==> src/rtl/mem_port_arbiter_pkg.sv <==
// Shared types for the unified memory port arbiter.
//   arb_state_e : arbiter FSM states (IDLE, DM_BUSY, IF_BUSY)
//   gnt_owner_e : which requester owns the memory port (GntIf, GntDm)
package MemArbCtrl;

  typedef enum logic [1:0] {
    IDLE    = 2'd0,
    DM_BUSY = 2'd1,
    IF_BUSY = 2'd2
  } arb_state_e;

  typedef enum logic {
    GntIf = 1'b0,
    GntDm = 1'b1
  } gnt_owner_e;

endpackage

==> src/rtl/mem_port_arbiter_grant.sv <==
// mem_arb_grant: arbitration decision between fetch and data-stage requests.
// Ports:
//   if_req   in  fetch request
//   dm_req   in  data-stage request
//   last_gnt in  owner of the most recent grant
//   gnt      out owner to grant this cycle (only meaningful when a request is up)
// On a collision the requester not granted last wins. Feeding a constant
// GntIf for last_gnt turns this into fixed data-stage priority.
import MemArbCtrl::*;

module mem_arb_grant (
  input  logic       if_req,
  input  logic       dm_req,
  input  gnt_owner_e last_gnt,
  output gnt_owner_e gnt
);

  always_comb begin
    gnt = GntIf;
    if (if_req && dm_req) begin
      gnt = (last_gnt == GntIf) ? GntDm : GntIf;
    end else if (dm_req) begin
      gnt = GntDm;
    end
  end

endmodule

==> src/rtl/mem_port_arbiter.sv <==
// mem_port_arbiter: shares one unified memory port between the fetch stage
// and the data-memory stage.
// Ports:
//   clk, rst_n                     clock, async active-low reset
//   if_req/if_addr                 fetch request and address
//   if_rdata/if_ready              fetch read data and done pulse
//   dm_req/dm_we/dm_addr/dm_wdata  data-stage request
//   dm_rdata/dm_ready              data-stage read data and done pulse
//   mem_req/mem_we/mem_addr/mem_wdata  registered memory request
//   mem_rdata/mem_ack              memory read data and single-cycle completion
//   stall_fetch/stall_mem          stall indications to the hazard unit
// Build option: MEM_ARB_RR_EN -- when defined, collisions are resolved
// round-robin using a last-grant register; otherwise data stage always wins.
//
// state   | meaning
// IDLE    | port free, mem_req low, next request is granted here
// DM_BUSY | data-stage transaction outstanding, waiting for mem_ack
// IF_BUSY | fetch transaction outstanding, waiting for mem_ack
import MemArbCtrl::*;

module mem_port_arbiter (
  input  logic        clk,
  input  logic        rst_n,
  input  logic        if_req,
  input  logic [31:0] if_addr,
  output logic [31:0] if_rdata,
  output logic        if_ready,
  input  logic        dm_req,
  input  logic        dm_we,
  input  logic [31:0] dm_addr,
  input  logic [31:0] dm_wdata,
  output logic [31:0] dm_rdata,
  output logic        dm_ready,
  output logic        mem_req,
  output logic        mem_we,
  output logic [31:0] mem_addr,
  output logic [31:0] mem_wdata,
  input  logic [31:0] mem_rdata,
  input  logic        mem_ack,
  output logic        stall_fetch,
  output logic        stall_mem
);

  arb_state_e state_q;
  gnt_owner_e gnt;
  gnt_owner_e last_gnt;
  logic       any_req;

  assign any_req = if_req || dm_req;

  mem_arb_grant u_grant (
    .if_req   (if_req),
    .dm_req   (dm_req),
    .last_gnt (last_gnt),
    .gnt      (gnt)
  );

`ifdef MEM_ARB_RR_EN
  gnt_owner_e last_gnt_q;

  always_ff @(posedge clk or negedge rst_n) begin
    if (!rst_n) begin
      last_gnt_q <= GntIf;
    end else if (state_q == IDLE && any_req) begin
      last_gnt_q <= gnt;
    end
  end

  assign last_gnt = last_gnt_q;
`else
  // Constant "fetch was last" makes the grant block prefer the data stage.
  assign last_gnt = GntIf;
`endif

  always_ff @(posedge clk or negedge rst_n) begin
    if (!rst_n) begin
      state_q   <= IDLE;
      mem_req   <= 1'b0;
      mem_we    <= 1'b0;
      mem_addr  <= '0;
      mem_wdata <= '0;
    end else begin
      case (state_q)
        IDLE: begin
          // mem_ack is deliberately ignored here; stray acks do nothing.
          if (any_req) begin
            mem_req <= 1'b1;
            if (gnt == GntDm) begin
              state_q   <= DM_BUSY;
              mem_we    <= dm_we;
              mem_addr  <= dm_addr;
              mem_wdata <= dm_wdata;
            end else begin
              state_q   <= IF_BUSY;
              mem_we    <= 1'b0;
              mem_addr  <= if_addr;
              mem_wdata <= '0;
            end
          end
        end
        DM_BUSY, IF_BUSY: begin
          // Requester inputs are not sampled while busy; the bus holds.
          if (mem_ack) begin
            state_q   <= IDLE;
            mem_req   <= 1'b0;
            mem_we    <= 1'b0;
            mem_addr  <= '0;
            mem_wdata <= '0;
          end
        end
        default: begin
          state_q <= IDLE;
          mem_req <= 1'b0;
        end
      endcase
    end
  end

  // Ready must coincide with the ack cycle, so it is decoded from state.
  assign dm_ready    = (state_q == DM_BUSY) && mem_ack;
  assign if_ready    = (state_q == IF_BUSY) && mem_ack;
  assign dm_rdata    = dm_ready ? mem_rdata : '0;
  assign if_rdata    = if_ready ? mem_rdata : '0;
  assign stall_fetch = if_req && !if_ready;
  assign stall_mem   = dm_req && !dm_ready;

endmodule

==> config.mk <==
export PLATFORM = sky130hd
export DESIGN_NAME = mem_port_arbiter
export DESIGN_NICKNAME = d
export VERILOG_FILES = /design/src/rtl/mem_port_arbiter_pkg.sv /design/src/rtl/mem_port_arbiter_grant.sv /design/src/rtl/mem_port_arbiter.sv
export SDC_FILE = /design/constraint.sdc
export NUM_CORES = 1
export LEC_CHECK = 0
export CAP_MARGIN = 20
export CORE_AREA = 2 2 103 105
export CTS_BUF_LIST = sky130_fd_sc_hd__clkbuf_4
export DETAILED_ROUTE_END_ITERATION = 8
export DIE_AREA = 0 0 105 107
export HOLD_SLACK_MARGIN = 0.1
export PLACE_DENSITY = 0.87
export SETUP_SLACK_MARGIN = 0.4
export SLEW_MARGIN = 15
export SYNTH_ARGS = -nofsm -noshare
export SYNTH_HDL_FRONTEND = slang
export SYNTH_SLANG_ARGS = --single-unit
==> constraint.sdc <==
create_clock -name clk -period 4.03 [get_ports clk]
set_input_delay 0.806 -clock clk [delete_from_list [all_inputs] [get_ports clk]]
set_output_delay 0.806 -clock clk [all_outputs]
set_load 0.05 [all_outputs]
==> results of run 1 <==
## metrics by stage
stage               cells  hold WS (ns)  cell area, sq um  setup WS, ns
floorplan             386         0.510              3870          1.01
global placement      755         0.488              7270         0.793
CTS                   770         0.452              7370         0.690
detailed placement    755         0.492              7270         0.682
finish                773         0.443              7380         0.688
global route          770         0.477              7370         0.521
## worst min path at each step
stage                 start  cells after the start  slack (ns)           end
4_1_cts               rst_n                      1        0.45  mem_wdata[3]
6_report              rst_n                      1        0.44  mem_addr[18]
2_1_floorplan         rst_n                      0        0.51   mem_addr[0]
5_1_grt               rst_n                      1        0.48  mem_addr[12]
3_3_place_gp    mem_addr[0]                      1        0.49   mem_addr[0]
3_5_place_dp   mem_addr[23]                      1        0.49  mem_addr[23]
## critical path: stages
cell	delay (ns)
clkdlybuf4s50_1	0.81
buf_4	0.41
and2_1	0.25
nor2b_1	0.09
buf_12	0.15
## power groups by stage
stage / Combinational, uW / Sequential [uW] / Clock, uW
after floorplan: 1490 / 1890 / 0
after global placement: 3460 / 1070 / 0
after detailed placement: 3560 / 1090 / 0
after CTS: 3570 / 1080 / 373
after global routing: 3710 / 1110 / 402
final: 3540 / 1080 / 367
## flip-flops by register name, summed over array words and instances (netlist names)
| register | flops |
|---|---|
| mem_we | 1 |
| mem_addr | 32 |
| state_q | 2 |
| mem_wdata | 32 |
| mem_req | 1 |
## metal layers
layer	track usage (%)	vias to the layer above	part of all wire (%)
met3	10.6	41	9.9
met4	12.6	2	3.4
li1	-	1835	-
met1	26.9	1884	36
met2	45.4	209	50
met5	0	-	0.089
## area by class of cell
| cell class | instances | area [sq um] |
|---|---|---|
| timing repair buffer | 272 | 3410 |
| fill | 694 | 2720 |
| multi-input combinational | 242 | 1850 |
| sequential | 68 | 1700 |
| tap | 136 | 170 |
| inverter | 37 | 139 |
| clock buffer | 11 | 82.6 |
| clock inverter | 4 | 17.5 |
| antenna | 3 | 7.51 |
## cells in the final DEF (no fill, tap or decap), drive strengths merged, types with 2 or more instances in the layout
cell type	netlist	routed
mux2	32	32
nor2	32	32
and2	2	2
inv	37	37
nor2b	2	2
and3	64	64
a21oi	2	2
clkbuf	29	11
clkdlybuf4s50	0	197
diode	0	3
ha	3	3
buf	10	75
nand4b	33	33
mux2i	32	32
o21ai	34	34
clkinv	0	4
dfrtp	68	68
nand2b	2	2
## cells by family (layout without fill, tap and decap cells)
kind of cell | Yosys count | after routing
flops | 68 | 68
other cells | 0 | 3
mux | 64 | 64
fa+ha+maj | 3 | 3
simple gates | 135 | 135
buf+inv | 76 | 324
compound gates | 40 | 40
==> impl_metrics.csv, run 1 <==
group,metric,value,unit
outcome,status,"finished, final reports clean",
synthesis,synthTopCellsByArea,"dfrtp_1, and3_1, mux2i_1",
synthesis,syn_avg_cell_area,10.0,sq um
timing,grt_setup_unrepaired,"false",
grt,grt_pass1_wl,22.7,mm
cts,cts_tree,"yes",
synthesis,synthXorXnorAreaFrac,0,%
cts,cts_resized,0,
cts,clk_pin_slew,0.10,ns
synthesis,yosys.area_share.simple,22.1,%
timing,max_freq,299,MHz
die,die_w,105,um
final_layout,drive_above_1_share,19.4,%
timing,slew-limit-headroom,34.8,%
placed_design,dpl.hpwl,11.3,mm
placed_design,gp_congestion,0.812,
timing,finalHoldViolations,0,
cts,clock_latency,0.41,ns
synthesis,synth_edf_count,0,
synthesis,synth_area,3870,sq um
timing,setup_viol,0,
die,core,10100,sq um
power_and_ir_drop,power,4990,uW
synthesis,seq_area_frac_synth,43.9,%
worst_setup_path,worstPathArrival,2.54,ns
worst_setup_path,crit_required,3.22,ns
synthesis,synth_commonest_cells,"dfrtp_1, and3_1, inv_1, o21ai_0, nand4b_1",
drt,wl_per_cell,18.9,um
drt,firstDrtPassIters,4,
cts,clockBufferDepth,2,
synthesis,synth_compound_area_share,5.52,%
timing,finalSetupTns,0,ns
power_and_ir_drop,power_frac_seq,21.6,%
power_and_ir_drop,power_per_cell_area,676,nW/um^2
drt,vias,3971,
synthesis,synth.distinct_cells,22,
worst_setup_path,path_max_fanout,45,
power_and_ir_drop,p_leak,0.00337,uW
synthesis,synth.top_cell.area_share,43.9,%
timing,tightest_slew,0.979,ns
worst_setup_path,worstSetupPathType,"input port to primary output",
die,io_pins,268,
power_and_ir_drop,sw_frac_of_total,49.4,%
power_and_ir_drop,intPower,2520,uW
timing,finClkSkew,0.0134,ns
synthesis,yosysMostFrequentCell,"dfrtp_1",
power_and_ir_drop,p_switching,2470,uW
die,num_rows,37,
grt,antenna_found_initial,3,
power_and_ir_drop,comb_power_share,71.0,%
worst_setup_path,endpoint,"stall_mem",
cts,clock_sinks,68,
worst_setup_path,critPathLaunch,"mem_ack",
worst_setup_path,rrSetupSlack,1.64,ns
cts,htreeDepth,3,
synthesis,synth_nets,523,
drt,drtIter0Drc,206,
job,drv_cap,0,
drt,ant_nets,0,
drt,route.detailed.drc,0,
final_layout,fin_util,73.1,%
timing,min_period_over_period,82.9,%
drt,via_per_inst,5.14,
timing,layout_min_cycle_time,3.34,ns
worst_setup_path,endpoint_kind,"primary output",
die,initial_core_util,38.4,%
power_and_ir_drop,max-vdd-ir-drop,0.000621,V
synthesis,synth_adder_area_share,0.969,%
final_layout,syn_to_final_growth,90.4,%
grt,grt_pass1_vias,4259,
grt,grt_usage,25.9,%
placed_design,port_buffers,267,
synthesis,synth-seq-cells,68,
grt,grt_max_degree,66,
cts,clockRootBuffer,"clkbuf_4",
worst_hold_path,hp-class,"input port to asynchronous set/reset pin",
power_and_ir_drop,pwr-share-clk,7.3,%
worst_setup_path,reg2reg_depth,5,
worst_setup_path,r2r-start,"state_q[0]",
die,dieArea,11200,sq um
synthesis,ys_warn_count,0,
die,die_h,107,um
synthesis,yosysTopAreaCell,"dfrtp_1",
drt,wl,14.6,mm
synthesis,synthCells,386,
synthesis,synth_top_family_by_area,"simple AND/OR/NAND/NOR gates",
cts,numCtsBuffers,9,
synthesis,ys.flop_type,"dfrtp_1",
cts,post_cts_buffers,0,
synthesis,synthMuxAreaShare,19.2,%
worst_setup_path,r2r-end,"mem_addr[0]",
timing,drv_slew,0,
worst_setup_path,critPathLaunchType,"input port",
grt,grt_overflow_total,0,
synthesis,async_flop_share,100,%
cts,cts_hold_buffers,0,
final_layout,nets,767,
Note: power is estimated with default switching activity, not from simulation.
==> run 2: changes to the inputs <==
--- a/config.mk
+++ b/config.mk
@@ -6,12 +6,12 @@
 export NUM_CORES = 1
 export LEC_CHECK = 0
 export CAP_MARGIN = 20
-export CORE_AREA = 2 2 103 105
+export CORE_AREA = 2 2 106 108
 export CTS_BUF_LIST = sky130_fd_sc_hd__clkbuf_4
 export DETAILED_ROUTE_END_ITERATION = 8
-export DIE_AREA = 0 0 105 107
+export DIE_AREA = 0 0 108 110
 export HOLD_SLACK_MARGIN = 0.1
-export PLACE_DENSITY = 0.87
+export PLACE_DENSITY = 0.82
 export SETUP_SLACK_MARGIN = 0.4
 export SLEW_MARGIN = 15
 export SYNTH_ARGS = -nofsm -noshare
==> constraint.sdc (replaced) <==
create_clock -name clk -period 3.5 [get_ports clk]
set_input_delay 0.7 -clock clk [delete_from_list [all_inputs] [get_ports clk]]
set_output_delay 0.7 -clock clk [all_outputs]
set_load 0.05 [all_outputs]
==> run 2 against run 1 <==
First-iteration DRC count decreased by 9.2%; final area grew 1.2%; utilization decreased by 3.3 points; clock skew down 0.0020 ns; largest power group unchanged.
==> impl_metrics.csv, run 2 (same netlist as run 1, synthesis figures left out) <==
group,metric,value,unit
outcome,status,"finished, final reports clean",
worst_hold_path,hp-class,"input port to asynchronous set/reset pin",
timing,finalSetupTns,0,ns
timing,max_freq,347,MHz
timing,layout_min_cycle_time,2.88,ns
cts,post_cts_buffers,0,
power_and_ir_drop,pwr-share-clk,9.4,%
power_and_ir_drop,comb_power_share,69.3,%
final_layout,mostFrequentLayoutCells,"clkdlybuf4s50_1, buf_12, dfrtp_1",
cts,htreeDepth,3,
die,die_h,110,um
worst_setup_path,worstPathArrival,2.18,ns
grt,grt_pass1_vias,4057,
placed_design,place_worst_setup_slack,0.524,ns
drt,route.detailed.drc,0,
worst_setup_path,path_cells,"clkdlybuf4s50_1 > buf_12 > and3_1 > buf_12",
timing,fin_ws,0.622,ns
timing,grt_setup_unrepaired,"false",
worst_setup_path,path_max_fanout,38,
worst_setup_path,slowest_delay,0.84,ns
cts,cts_hold_buffers,0,
worst_setup_path,crit_family,"buffers and inverters",
cts,clock_sinks,68,
timing,min_period_over_period,82.2,%
die,core,10700,sq um
final_layout,fillers,727,
cts,clockRootBuffer,"clkbuf_4",
cts,numCtsBuffers,9,
worst_setup_path,crit_buf_inv,3,
power_and_ir_drop,power_per_cell_area,786,nW/um^2
grt,grt_overflow_total,0,
final_layout,drive_above_1_share,19.9,%
timing,slew-limit-headroom,43.0,%
cts,clock_latency,0.41,ns
worst_setup_path,r2r-start,"state_q[0]",
power_and_ir_drop,p_switching,2830,uW
cts,clockBufferDepth,2,
cts,clk_pin_slew,0.11,ns
drt,wl_per_cell,17.7,um
worst_setup_path,worstSetupPathType,"input port to primary output",
grt,antenna_found_initial,0,
worst_setup_path,critPathLaunchType,"input port",
power_and_ir_drop,power_frac_seq,21.2,%
placed_design,port_buffers,267,
drt,ant_nets,0,
final_layout,n_antenna_cell,0,
final_layout,syn_to_final_growth,92.7,%
timing,whs,0.386,ns
drt,firstDrtPassIters,4,
die,num_rows,38,
power_and_ir_drop,p_leak,0.00341,uW
worst_setup_path,endpoint_kind,"primary output",
placed_design,dpl.hpwl,10.4,mm
die,io_pins,268,
timing,finClkSkew,0.0114,ns
worst_setup_path,rrSetupSlack,1.33,ns
drt,via_per_inst,5.05,
grt,grt_max_degree,66,
grt,grt_usage,22.8,%
final_layout,final_common_cell,"clkdlybuf4s50_1",
drt,vias,3934,
timing,drv_slew,0,
final_layout,fin_cells,779,
placed_design,dpl.cell_count,763,
power_and_ir_drop,sw_frac_of_total,48.3,%
timing,finalHoldViolations,0,
job,drv_cap,0,
drt,drtIter0Drc,187,
placed_design,gp_congestion,0.790,
cts,cts_tree,"yes",
final_layout,reg.largest.list,"mem_addr: 32 flops, mem_wdata: 32 flops, state_q: 2 flops",
worst_setup_path,crit_slowest_cell,"clkdlybuf4s50_1",
worst_setup_path,crit_required,2.80,ns
grt,grt_pass1_wl,21.0,mm
die,die_w,108,um
die,initial_core_util,36.2,%
power_and_ir_drop,intPower,3040,uW
timing,setup_viol,0,
final_layout,nets,771,
timing,tightest_slew,0.855,ns
worst_setup_path,path_common_cell,"buf_12",
drt,wl,13.8,mm
worst_setup_path,reg2reg_depth,6,
worst_setup_path,r2r-end,"mem_addr[6]",
worst_setup_path,crit_cells,4,
power_and_ir_drop,max-vdd-ir-drop,0.000689,V
die,dieArea,11900,sq um
==> run 2: cell type report <==
type	count	area [sq um]	share of cell area (%)
Sequential cell	68	1700	22.8
Clock buffer	9	67.6	0.905
Inverter	37	139	1.86
Multi-Input combinational cell	242	1850	24.8
Tap cell	140	175	2.35
Timing Repair Buffer	276	3450	46.2
Clock inverter	7	81.3	1.09
==> run 2: how the worst max path moves through the flow <==
stage | start | to | slack [ns]
after CTS | state_q[0] | stall_fetch | 0.51
after global placement | mem_ack | mem_addr[3] | 0.65
after global routing | mem_ack | stall_fetch | 0.52
after floorplan | dm_req | stall_mem | 0.69
after detailed placement | mem_ack | mem_addr[6] | 0.52
final | mem_ack | if_rdata[18] | 0.62
==> run 2: repair_timing <==
item	4_1_cts	5_1_grt
gates resized for setup	0	1
endpoints found under the hold margin	0	0
endpoints found under the setup margin	0	1
==> run 2: power groups by stage <==
stage,combinational (uW),clock [uW],sequential (uW)
final,4070,553,1250
after global routing,4270,606,1280
after CTS,4100,572,1250
after detailed placement,4100,0,1250
after global placement,3980,0,1240
after floorplan,1720,0,2180
==> run 2: through the flow <==
| step | util [%] | area [sq um] | power [uW] |
|---|---|---|---|
| global route | 69.8 | 7470 | 6160 |
| CTS | 69.8 | 7460 | 5910 |
| global placement | 68.4 | 7310 | 5220 |
| detailed placement | 68.4 | 7310 | 5350 |
| finish | 69.8 | 7470 | 5870 |
| floorplan | - | 3870 | 3900 |
==> run 2: per-layer routing <==
metal | track usage (%) | routed length [um] | part of all wire, % | up-vias
li1 | - | - | - | 1833
met1 | 24.8 | 5070 | 37 | 1877
met2 | 41.4 | 7180 | 52 | 190
met3 | 6.00 | 1150 | 8.4 | 34
met4 | 10.8 | 408 | 3.0 | 0
met5 | 0 | 0 | 0 | -
